<file path="src/rtl/debounce_pkg.sv">
// Shared types and sizing helpers for the switch debouncer.
package debounce_pkg;

    typedef enum logic [1:0] {
        STABLE_LO = 2'd0,
        PEND_HI   = 2'd1,
        STABLE_HI = 2'd2,
        PEND_LO   = 2'd3
    } db_state_e;

    // Minimum counter width able to hold the value 'ticks' (at least 1 bit).
    function automatic int unsigned cnt_width(input int unsigned ticks);
        int unsigned w;
        w = $clog2(ticks + 1);
        return (w < 1) ? 1 : w;
    endfunction

endpackage

</file>
<file path="src/rtl/input_synchronizer.sv">
// Multi-flop synchronizer for an asynchronous single-bit input; resets to 0.
module input_synchronizer #(
    parameter int unsigned DEPTH = 2
) (
    input  logic clk,
    input  logic rst_n,
    input  logic d,
    output logic q
);

    logic [DEPTH-1:0] chain;

    always_ff @(posedge clk or negedge rst_n) begin
        if (!rst_n) begin
            chain <= '0;
        end else begin
            chain <= {chain[DEPTH-2:0], d};
        end
    end

    assign q = chain[DEPTH-1];

endmodule

</file>
<file path="src/rtl/switch_debouncer.sv">
// Tick-sampled switch debouncer with optional edge pulses.
// Macro SWITCH_DEBOUNCER_EDGE_EN enables rise_pulse/fall_pulse; otherwise both are tied to 0.
module switch_debouncer
    import debounce_pkg::*;
#(
    parameter int unsigned STABLE_TICKS = 4,
    parameter int unsigned SYNC_STAGES  = 2
) (
    input  logic clk,
    input  logic rst_n,
    input  logic tick,
    input  logic sw_raw,
    output logic sw_db,
    output logic rise_pulse,
    output logic fall_pulse
);

    localparam int unsigned CW       = cnt_width(STABLE_TICKS);
    localparam logic [CW-1:0] LAST_CNT = CW'(STABLE_TICKS - 1);
    localparam bit ONE_TICK          = (STABLE_TICKS == 1);

    logic            sw_sync;
    db_state_e       state_q, state_d;
    logic [CW-1:0]   cnt_q, cnt_d;
    logic            db_d;

    input_synchronizer #(
        .DEPTH (SYNC_STAGES)
    ) u_sync (
        .clk   (clk),
        .rst_n (rst_n),
        .d     (sw_raw),
        .q     (sw_sync)
    );

    always_ff @(posedge clk or negedge rst_n) begin
        if (!rst_n) begin
            state_q <= STABLE_LO;
            cnt_q   <= '0;
        end else begin
            state_q <= state_d;
            cnt_q   <= cnt_d;
        end
    end

    // Candidate level must agree on STABLE_TICKS consecutive ticks before acceptance.
    always_comb begin
        state_d = state_q;
        cnt_d   = cnt_q;
        if (tick) begin
            case (state_q)
                STABLE_LO: begin
                    if (sw_sync) begin
                        if (ONE_TICK) begin
                            state_d = STABLE_HI;
                        end else begin
                            state_d = PEND_HI;
                            cnt_d   = CW'(1);
                        end
                    end
                end
                PEND_HI: begin
                    if (!sw_sync) begin
                        state_d = STABLE_LO;
                        cnt_d   = '0;
                    end else if (cnt_q == LAST_CNT) begin
                        state_d = STABLE_HI;
                        cnt_d   = '0;
                    end else begin
                        cnt_d = cnt_q + CW'(1);
                    end
                end
                STABLE_HI: begin
                    if (!sw_sync) begin
                        if (ONE_TICK) begin
                            state_d = STABLE_LO;
                        end else begin
                            state_d = PEND_LO;
                            cnt_d   = CW'(1);
                        end
                    end
                end
                PEND_LO: begin
                    if (sw_sync) begin
                        state_d = STABLE_HI;
                        cnt_d   = '0;
                    end else if (cnt_q == LAST_CNT) begin
                        state_d = STABLE_LO;
                        cnt_d   = '0;
                    end else begin
                        cnt_d = cnt_q + CW'(1);
                    end
                end
                default: begin
                    state_d = STABLE_LO;
                    cnt_d   = '0;
                end
            endcase
        end
    end

    assign db_d = (state_d == STABLE_HI) || (state_d == PEND_LO);

    // Level register updates on the same edge that enters the new stable state.
    always_ff @(posedge clk or negedge rst_n) begin
        if (!rst_n) begin
            sw_db <= 1'b0;
        end else begin
            sw_db <= db_d;
        end
    end

`ifdef SWITCH_DEBOUNCER_EDGE_EN
    logic rise_q, fall_q;

    always_ff @(posedge clk or negedge rst_n) begin
        if (!rst_n) begin
            rise_q <= 1'b0;
            fall_q <= 1'b0;
        end else begin
            rise_q <= db_d & ~sw_db;
            fall_q <= ~db_d & sw_db;
        end
    end

    assign rise_pulse = rise_q;
    assign fall_pulse = fall_q;
`else
    assign rise_pulse = 1'b0;
    assign fall_pulse = 1'b0;
`endif

endmodule

</file>
<file path="config.mk">
export PLATFORM = sky130hd
export DESIGN_NAME = switch_debouncer
export DESIGN_NICKNAME = d
export VERILOG_FILES = /design/src/rtl/debounce_pkg.sv /design/src/rtl/input_synchronizer.sv /design/src/rtl/switch_debouncer.sv
export SDC_FILE = /design/constraint.sdc
export NUM_CORES = 1
export LEC_CHECK = 0
export BUFFER_PORTS_ARGS = -buffer_cell sky130_fd_sc_hd__clkbuf_2
export CAP_MARGIN = 20
export CELL_PAD_IN_SITES_DETAIL_PLACEMENT = 0
export CELL_PAD_IN_SITES_GLOBAL_PLACEMENT = 2
export CORE_AREA = 3 3 40 42
export DETAILED_ROUTE_END_ITERATION = 16
export DIE_AREA = 0 0 43 45
export PLACE_DENSITY_LB_ADDON = 0.1
export SYNTH_ARGS = -nofsm -noshare
export SYNTH_HDL_FRONTEND = slang
export SYNTH_SLANG_ARGS = --single-unit
export TNS_END_PERCENT = 30
</file>
<file path="constraint.sdc">
create_clock -name clk -period 1.2 [get_ports clk]
set_clock_uncertainty 0.05 [all_clocks]
set_input_delay 0.12 -clock clk [delete_from_list [all_inputs] [get_ports clk]]
set_output_delay 0.12 -clock clk [all_outputs]
set_load 0.005 [all_outputs]
</file>
==> results of run 1 <==
flip-flops by register name (all words and copies together), names as in the netlist:
| register | count |
|---|---|
| cnt_q | 3 |
| state_q | 2 |
| sw_db | 1 |
| u_sync.chain | 2 |
critical path: stages, from the launching register on:
cell	delay, ns
dfrtp_1	0.38
ha_2	0.18
nor2b_4	0.16
nand3_2	0.11
mux2_4	0.32
path summary, 6_finish.rpt:
check	end	start	slack [ns]
hold / removal	cnt_q[0]$_DFFE_PN0P_	tick	0.12
max in group asynchronous	u_sync.chain[1]$_DFF_PN0_	rst_n	0.72
hold reg to reg	u_sync.chain[1]$_DFF_PN0_	u_sync.chain[0]$_DFF_PN0_	0.29
setup reg to reg	state_q[1]$_DFF_PN0_	cnt_q[0]$_DFFE_PN0P_	-0.12
setup / recovery	state_q[1]$_DFF_PN0_	cnt_q[0]$_DFFE_PN0P_	-0.12
min in group asynchronous	cnt_q[0]$_DFFE_PN0P_	rst_n	0.20
power groups by stage:
stage                     sequential [µW]  clock [µW]  combinational (µW)
after floorplan                       419           0                 215
after global placement                433           0                 269
after detailed placement              435           0                 273
after CTS                             431         209                 283
after global routing                  443         229                 309
final                                 430         195                 279
layer usage:
layer,vias to the layer above,track usage,share of wire
met1,96,0.0938,0.50
met2,6,0.102,0.42
met4,0,0.0542,0.0085
met3,2,0.0398,0.066
met5,-,0,0
li1,113,-,-
final cells by class:
class | instances | share of cell area
clock buffers | 3 | 0.0503
inverters | 1 | 0.00838
multi-input cells | 18 | 0.363
flip-flops and latches | 8 | 0.447
well taps | 15 | 0.0419
repair buffers | 6 | 0.0894
cell usage after synthesis, drive strengths merged:
cell type | instances | area, µm²
a21boi | 2 | 15.0
a21oi | 1 | 5.00
a31oi | 1 | 6.26
buf | 2 | 15.0
conb | 1 | 3.75
dfrtp | 8 | 200
ha | 1 | 12.5
inv | 1 | 3.75
mux2 | 3 | 33.8
nand3 | 1 | 5.00
nand3b | 1 | 7.51
nand4 | 1 | 6.26
nor2b | 1 | 6.26
o21a | 1 | 7.51
o21ai | 1 | 5.00
or2 | 1 | 6.26
xor2 | 1 | 16.3
timing repair:
action                                 CTS  global route
resized for setup                        0             0
setup buffers                            0             0
hold buffers                             2             0
cloned                                   0             0
endpoints found under the hold margin    9             0
setup endpoints to repair                4             4
pin swaps                                1             2
layout by cell type (no fill, tap or decap), drive strengths merged:
cell type and count:
a21boi 2, a21oi 1, a31oi 1, clkbuf 7
conb 2, dfrtp 8, dlygate4sd3 2, ha 1
inv 1, mux2 3, nand3 1, nand3b 1
nand4 1, nor2b 1, o21a 1, o21ai 1
or2 1, xor2 1
kinds of logic (layout without fill, tap and decap cells):
logic type      Yosys count  count (layout)  share of synthesized area
other cells               1               2                     0.0106
mux                       3               3                     0.0951
xor+xnor                  1               1                     0.0458
flops                     8               8                      0.563
compound gates            6               6                      0.109
simple gates              5               5                     0.0881
fa+ha+maj                 1               1                     0.0352
buf+inv                   3              10                     0.0528
metrics by stage:
step / setup TNS [ns] / setup slack, ns
global route: -0.531 / -0.176
detailed placement: -0.265 / -0.103
finish: -0.319 / -0.118
CTS: -0.314 / -0.121
global placement: -0.192 / -0.0764
floorplan: -0.0366 / -0.0183
==> impl_results.md, run 1 <==
* RSZ-0062 raised after global routing: yes
* Final Util at 0.349
* Max-Cap Viols at 0
* Starting DRC count in detailed routing at 2
* Area of the multi-input gates at 163 µm²
* Overflow after GRT at 0
* First-pass GRT wire length at 1030 µm
* Die height at 45 µm
* WHS at 0.123 ns
* Netlist cell types at 18
* Period utilization at 1.10
* Post-route setup slack at -0.118 ns
* Clock group share of total power at 0.216
* Nets@finish at 43
* Post-Synthesis Cells at 28
* Final Hold Viols at 0
* Largest net degree at the start of global routing at 9
* Worst-Skew Late Latency at 0.25 ns
* DRC at 0
* Wire per inst at 11.6 µm
* Placed inst area at 405 µm²
* Final HPWL DP at 441 µm
* Clock-pin slew on the worst setup and hold paths at 0.05 ns
* Critical path class: reg -> reg
* Final Setup Violations at 4
* Mean area per synthesized cell at 12.7 µm²
* Routed via count at 217
* H-tree lvl count at 1
* CTS tree: yes
* Initial antenna violation count at 0
* Crit Path Max Fanout at 3
* CP endpoint kind: flop
* Final ANT Viol Nets at 0
* Violated checks: setup timing
* Fillers at 139
* PortBufs at 4
* R2R depth at 4
* Die X at 43 µm
* I/O pin total at 7
* Cell Area, Synth at 355 µm²
* P&R area growth vs syn at 26.1%
* WP data arrival at 1.39 ns
* Tightest Hold Check Type: in -> reg
* Sequential area share after synthesis at 0.563
* CTS Root Cell: clkbuf_4
* Finished Cell Area at 448 µm²
* Internal power at 632 µW
* Via density at 4.25
* CP Launch Type: flop
* Clk sinks at 8
* Comb pwr share at 0.309
* Ys Warns at 0
* Starting Density at 0.277
* Max Transition Viols Final at 0
* Status: finished with violations
* Shortest period the worst path allows at 1.32 ns
* Layout cells sized above 1 at 0.417
* Leak pwr at 0.000204 µW
* Post-synthesis sequential element count at 8
* Fmax at 759 MHz
* CORE AREA at 1280 µm²
* NetSw at 273 µW
* DRT Pass-1 Iters at 2
* Placer Congestion at 0.729
* Required time worst endpoint at 1.27 ns
* # rows at 13
* Clock Path Buffers at 2
* DIE AREA at 1940 µm²
* Placed Cells at 46
* Num CTS Buffers at 3
* Finished Layout Cells at 51
* PD cells at 2020 nW/µm²
* Final Power at 904 µW
* FF/Latch Area at 200 µm²
* Antenna diodes at 0
* Sw frac at 0.302
* Worst Hold Depth at 2
* GR Util All Layers at 0.0764
* Final WL at 591 µm
* Sequential power share at 0.475
* Maximum vdd drop at 0.697 mV
* Vias in the first global route at 238
No activity file was read; power rests on OpenSTA's default activity.
==> inputs of run 2 (changes only) <==
Settings changed: PLACE_DENSITY set to 0.66, PLACE_DENSITY_LB_ADDON 0.1 to unset.
==> run 2 against run 1 <==
Against the previous run:
- the run still ends with setup timing left
- sequential power fell by 1%
- flip-flop and latch count stayed put
- final area grew 3.4%
- clock power grew 2%
- total power increased by 4.9%
- global-route usage grew 0.34 points
- sequential share of layout area decreased by 1.4 points
- fmax increased by 2.2%
- largest cell class unchanged
- largest power group unchanged
==> impl_results.md, run 2 (synthesis results as in run 1) <==
* Status: finished with violations
* Violated checks: setup timing
* Clock-pin slew on the worst setup and hold paths at 0.05 ns
* Finished Cell Area at 463 µm²
* Area of the multi-input gates at 163 µm²
* Period utilization at 1.07
* RSZ-0062 raised after global routing: yes
* Fmax at 776 MHz
* WP data arrival at 1.37 ns
* Largest regs: cnt_q x3, state_q x2, u_sync.chain x2
* Num CTS Buffers at 3
* Crit Path Max Fanout at 3
* Initial antenna violation count at 0
* Final Hold Viols at 0
* P&R area growth vs syn at 30.3%
* Max-Cap Viols at 0
* First-pass GRT wire length at 1060 µm
* Final WL at 570 µm
* Vias in the first global route at 239
* Placed inst area at 420 µm²
* Required time worst endpoint at 1.28 ns
* Clock Path Buffers at 2
* DIE AREA at 1940 µm²
* Largest net degree at the start of global routing at 9
* Die height at 45 µm
* DRC at 0
* Final Setup Violations at 4
* Die X at 43 µm
* Routed via count at 226
* Final ANT Viol Nets at 0
* Via density at 4.26
* PortBufs at 4
* Antenna diodes at 0
* Post-route setup slack at -0.0895 ns
* Most common cell after layout, fill and taps aside: dfrtp_1
* Worst-Skew Late Latency at 0.25 ns
* PD cells at 2050 nW/µm²
* Tightest Hold Check Type: in -> reg
* Shortest period the worst path allows at 1.29 ns
* Critical path class: reg -> reg
* Most frequent cells in the layout: dfrtp_1 (8), clkbuf_2 (4), clkbuf_4 (3)
* FF/Latch Area at 200 µm²
* Fillers at 127
* GR Util All Layers at 0.0798
* I/O pin total at 7
* CP endpoint kind: flop
* CTS tree: yes
* Final setup TNS at -0.230 ns
* CTS Root Cell: clkbuf_4
* DRT Pass-1 Iters at 2
* CP Launch Type: flop
* Starting DRC count in detailed routing at 2
* Largest Register: cnt_q
* Clk sinks at 8
* Nets@finish at 45
* Maximum vdd drop at 0.770 mV
* Max FFs per register at 3
* Max Transition Viols Final at 0
* Starting Density at 0.277
* H-tree lvl count at 1
* Overflow after GRT at 0
* FF-to-FF setup slack at -0.09 ns
* WHS at 0.116 ns
* Placer Congestion at 0.700
* Layout cells sized above 1 at 0.447
* CORE AREA at 1280 µm²
* Final Util at 0.360
* Leak pwr at 0.000213 µW
* # rows at 13
* Wire per inst at 10.8 µm
run 2: changes by cell type in the layout (fill, tap and decap cells not counted):
| cell | change |
|---|---|
| o21ai_1 | +1 |
| o21ai_0 | -1 |
| buf_4 | +2 |
run 2: through the flow:
stage / worst slack, ns / std cells / total power, µW
finish: -0.0895 / 53 / 949
global route: -0.158 / 53 / 1040
CTS: -0.109 / 53 / 968
detailed placement: -0.0977 / 48 / 751
global placement: -0.0612 / 48 / 738
floorplan: -0.0183 / 29 / 634
run 2: power by group:
group	internal, µW	switching (µW)
Clock	114	85.3
Combinational	206	119
Sequential	349	74.5
run 2: timing repair:
item / 4_1_cts / 5_1_grt
pin swaps: 1 / 3
endpoints found under the hold margin: 9 / 0
resized for setup: 0 / 1
hold buffers: 2 / 0
buffers inserted: 0 / 0
endpoints found under the setup margin: 4 / 5
run 2: worst paths after layout:
path / endpoint / cells after the start / start
max in group asynchronous: u_sync.chain[1]$_DFF_PN0_ / 2 / rst_n
worst max register to register: state_q[1]$_DFF_PN0_ / 4 / cnt_q[0]$_DFFE_PN0P_
worst min register to register: u_sync.chain[1]$_DFF_PN0_ / 0 / u_sync.chain[0]$_DFF_PN0_
min in group asynchronous: sw_db$_DFF_PN0_ / 2 / rst_n
worst max-delay path: state_q[1]$_DFF_PN0_ / 4 / cnt_q[0]$_DFFE_PN0P_
worst min-delay path: cnt_q[0]$_DFFE_PN0P_ / 2 / tick
run 2: layer usage:
metal	wire length (µm)	GRT usage	part of all wire
met1	266	0.0941	0.47
met2	249	0.105	0.44
met3	45	0.0279	0.079
met4	9	0.0904	0.016
met5	0	0	0
run 2: area by class of cell:
class	instances	area share
inverters	1	0.00811
clock buffers	3	0.0486
flip-flops and latches	8	0.432
multi-input cells	18	0.351
well taps	15	0.0405
repair buffers	8	0.119
run 2: critical path: stages (launching register included):
cell and delay (ns):
dfrtp_1 0.36, ha_2 0.18, nor2b_4 0.15, nand3_2 0.11, mux2_4 0.31
